<file path="config.mk">
export PLATFORM = sky130hd
export DESIGN_NAME = fetch_instruction
export DESIGN_NICKNAME = d
export VERILOG_FILES = /design/src/rtl/fetch_instruction.sv
export SDC_FILE = /design/constraint.sdc
export NUM_CORES = 1
export LEC_CHECK = 0
export CORE_MARGIN = 10
export CORE_UTILIZATION = 32
export CTS_CLUSTER_SIZE = 12
export DETAILED_ROUTE_END_ITERATION = 8
export PLACE_DENSITY_LB_ADDON = 0.2
export SYNTH_ARGS = -nofsm -noshare
export SYNTH_HDL_FRONTEND = slang
export SYNTH_SLANG_ARGS = --single-unit
</file>
<file path="constraint.sdc">
create_clock -name clk -period 0.85 [get_ports clk]
set_input_delay 0.085 -clock clk [delete_from_list [all_inputs] [get_ports clk]]
set_output_delay 0.085 -clock clk [all_outputs]
set_load 0.01 [all_outputs]
</file>
<file path="src/rtl/fetch_instruction.sv">
// fetch_instruction: program counter and instruction register for the fetch stage
module fetch_instruction #(
    parameter int ADDR_W   = 8,
    parameter int DATA_W   = 16,
    parameter int RESET_PC = 0
) (
    input  logic              clk,
    input  logic              rst,
    output logic [ADDR_W-1:0] instr_addr,
    input  logic [DATA_W-1:0] instr,
    output logic [DATA_W-1:0] curr_instr
);
    always_ff @(posedge clk or negedge rst) begin
        if (!rst) begin
            instr_addr <= ADDR_W'(RESET_PC);
            curr_instr <= '0;
        end else begin
            instr_addr <= instr_addr + 1'b1;
            curr_instr <= instr;
        end
    end
endmodule

</file>
==> impl_results.rst <==
.. list-table::
   :header-rows: 1

   * - Metric
     - Value
   * - Worst setup startpoint
     - instr_addr[4]
   * - Total clock buffers created by CTS
     - 3
   * - Initial DRC Count
     - 5
   * - Areal power density over the cells
     - 1590 mW/mm2
   * - Kind of start point of the critical path
     - flip-flop
   * - Combined area of all synthesized cells
     - 717 um2
   * - Remaining Overflow, GRT
     - 0
   * - Setup violators final
     - 31
   * - Vias in the first global route
     - 611
   * - Leading cell types in the layout, fill and taps excluded
     - 20 x sky130_fd_sc_hd__dfrtp_1, 17 x sky130_fd_sc_hd__clkdlybuf4s50_1, 16 x sky130_fd_sc_hd__buf_2
   * - I/O pin count
     - 42
   * - Detailed Place HPWL
     - 1490 um
   * - Worst Clk Skew
     - 0.00329 ns
   * - Aggregate negative setup slack
     - -2.47 ns
   * - Number of fill cells
     - about 180
   * - Net count, final
     - 124
   * - Nature of the critical path endpoint
     - flip-flop
   * - CTS tree
     - done
   * - Post-synth top area share
     - 83.8%
   * - Placement Rows
     - 17
   * - Critical-path cell list
     - buf_4, and3_4, nand3_2, xnor2_1
   * - Maximum single-stage delay on the critical path
     - 0.38 ns
   * - CP delay by family, top
     - flip-flops
   * - Synthesis-to-layout area growth
     - 91.6%
   * - Die footprint
     - 0.00453 mm2
   * - Routed length per instance
     - 14.2 um
   * - Number of antenna violations at the first check in global routing
     - 0
   * - Routed vias
     - between 500 and 600
   * - Standby leakage power
     - 0.651 nW
   * - Final Critical Period
     - 0.998 ns
   * - Actual slew at the worst max-slew pin
     - a little under 0.2 ns
   * - Number of library cell types mapped by synthesis
     - 11
   * - Post-Layout Cell Count
     - between 100 and 150
   * - DRT antenna net count
     - 0
   * - Clock root buffer master
     - sky130_fd_sc_hd__clkbuf_4
   * - Startpoint of the most critical register-to-register path
     - instr_addr[4]
   * - Count of mapped cells out of synthesis
     - 40
   * - Final Max Slew Viols
     - 0
   * - Post-placement cell area
     - 0.00128 mm2
   * - Length of the first detailed-routing pass in iterations
     - 2
   * - Normalized max-slew margin
     - 87.0%
   * - Critical-path top delay cell
     - sky130_fd_sc_hd__dfrtp_1
   * - Critical path buffers and inverters
     - 1
   * - CORE AREA
     - about 0.0022 mm2
   * - Via count normalized by instance count
     - roughly 4.1
   * - Worst min-delay path class
     - input port to asynchronous set/reset pin
   * - Number of hold-slack violations in the final timing report
     - 0
   * - Global-route wire length before repair
     - approximately 2900 um
   * - Remaining design rule violation count
     - 0
   * - Mapped Nets
     - 59
   * - Vert. Die Dim
     - 67.3 um
   * - Sequential element share of the synthesized area
     - 83.8%
   * - Data arrival time of the critical path
     - 1.21 ns
   * - Diode count
     - 0
   * - GR Util All Layers
     - 8.88%
   * - Worst endpoint required time
     - 1.06 ns
   * - Timing-limited maximum frequency
     - around 1000 MHz
   * - Critical register-to-register path endpoint
     - instr_addr[6]
   * - Flip-flop and latch count after synthesis
     - 24
   * - CP max FO
     - 3
   * - Number of placed instances, taps included
     - between 100 and 150
   * - Count of input and output buffers
     - 41
   * - Layout Cell Area excl Fill
     - 0.00137 mm2
   * - Timing endpoint of the critical path
     - instr_addr[6]
   * - Max IR drop VDD
     - 1300 uV
   * - Horizontal extent of the die
     - about 67 um
   * - Fraction of layout cells with a size suffix above 1
     - 57.7%
   * - Average size of a mapped cell
     - 17.9 um2
   * - Effective utilization at floorplan
     - roughly a third
   * - Final Power
     - ~2.2 mW
   * - Register-to-register setup slack
     - -0.15 ns
   * - Total Routed Length
     - about 1900 um
   * - Violated checks
     - setup timing
   * - Post-route setup slack
     - -0.148 ns
   * - Depth of the critical timing path with buffers and inverters included
     - 4
   * - Weighted congestion at the end of routability-driven global placement
     - 0.672
   * - Worst-skew pair later-pin latency
     - around 0.31 ns
   * - Worst reg-to-reg path cell count
     - 4
   * - Clk slew on worst S/H paths
     - 0.13 ns
   * - Run status
     - finished, violations left
   * - Yosys warns
     - 0
   * - Worst Setup Path Type
     - flip-flop to flip-flop
   * - Clock buffer depth
     - 2
   * - Commonest non-fill, non-tap cell in the layout
     - sky130_fd_sc_hd__dfrtp_1
   * - Final worst path period share
     - 117%
   * - Top cells by area in the synthesized netlist
     - sky130_fd_sc_hd__dfrtp_1 84%, sky130_fd_sc_hd__xnor2_1 3.7%, sky130_fd_sc_hd__xor2_1 3.7%
   * - Sink Count
     - 24
   * - Max_cap viols
     - 0
   * - Post-synthesis cell type with the largest combined area
     - sky130_fd_sc_hd__dfrtp_1
   * - Maximum number of pins on one net before global-route repair
     - 17
   * - RSZ-0062 raised after global routing
     - true
   * - H-tree depth
     - 1
area by class of cell:
| cell class | instances | area [um2] | area share (%) |
|---|---|---|---|
| clock buffer | 3 | 22.5 | 1.64 |
| clock inverter | 1 | 30.0 | 2.19 |
| inverter | 1 | 3.75 | 0.273 |
| multi-input combinational | 15 | 171 | 12.5 |
| sequential | 24 | 606 | 44.1 |
| tap | 28 | 35.0 | 2.55 |
| timing repair buffer | 60 | 505 | 36.8 |
worst register-to-register path, cell delays in order, from the launching register on:
cell and delay (ns):
sky130_fd_sc_hd__dfrtp_1 0.38, sky130_fd_sc_hd__buf_4 0.13, sky130_fd_sc_hd__and3_4 0.19, sky130_fd_sc_hd__nand3_2 0.08
sky130_fd_sc_hd__xnor2_1 0.12
synthesized netlist by cell type:
| cell type | count |
|---|---|
| sky130_fd_sc_hd__inv_1 | 1 |
| sky130_fd_sc_hd__nand2_1 | 2 |
| sky130_fd_sc_hd__xor2_1 | 3 |
| sky130_fd_sc_hd__xnor2_1 | 3 |
| sky130_fd_sc_hd__nand3_2 | 1 |
| sky130_fd_sc_hd__ha_1 | 1 |
| sky130_fd_sc_hd__and3_1 | 1 |
| sky130_fd_sc_hd__nor3_2 | 1 |
| sky130_fd_sc_hd__nor2_1 | 1 |
| sky130_fd_sc_hd__dfrtp_1 | 24 |
| sky130_fd_sc_hd__nand3_1 | 2 |
power by group:
| part | switching, mW | internal [mW] |
|---|---|---|
| Sequential | 0.0107 | 1.18 |
| Combinational | 0.0689 | 0.113 |
| Clock | 0.333 | 0.477 |
metrics by stage:
stage          setup WS (ns)  utilization, %  hold WS [ns]
2_1_floorplan        -0.0544               -        -0.211
3_3_place_gp          -0.123            59.0         0.408
3_5_place_dp          -0.140            59.0         0.409
4_1_cts               -0.134            60.0        0.0435
5_1_grt               -0.190            63.3        0.0401
6_report              -0.148            63.3        0.0582
worst min path at each step:
stage / startpoint / end / cells after the start / slack [ns]
floorplan: rst / curr_instr[0] / 0 / -0.21
global placement: rst / instr_addr[5] / 2 / 0.41
detailed placement: rst / instr_addr[5] / 2 / 0.41
CTS: rst / instr_addr[5] / 2 / 0.04
global route: rst / instr_addr[5] / 2 / 0.04
finish: rst / instr_addr[5] / 2 / 0.06
state kept, by name (all words and copies together), names as in the netlist:
| signal | cells |
|---|---|
| curr_instr | 16 |
| instr_addr | 8 |
per-layer routing:
| layer | part of all wire, % | track usage, % | vias up |
|---|---|---|---|
| met5 | 0 | 0 | - |
| met4 | 0 | 3.85 | 0 |
| met3 | 11 | 5.29 | 0 |
| met2 | 58 | 16.2 | 21 |
| met1 | 31 | 7.61 | 259 |
| li1 | - | - | 258 |
repair_timing:
item                       CTS  global route
hold buffers                 0             0
setup endpoints to repair   31            31
pin swaps                    5             5
setup buffers                3             4
gates resized for setup    111             7
logic make-up (layout without fill, tap and decap cells):
kind of cell / after synthesis / count (layout) / share of synthesized area, %
xor gates and xnor gates: 6 / 6 / 7.33
and+or+nand+nor: 8 / 8 / 6.63
adders and majority gates: 1 / 1 / 1.74
buffers and inverters: 1 / 65 / 0.523
DFF: 24 / 24 / 83.8
Note: power is estimated with default switching activity, not from simulation.
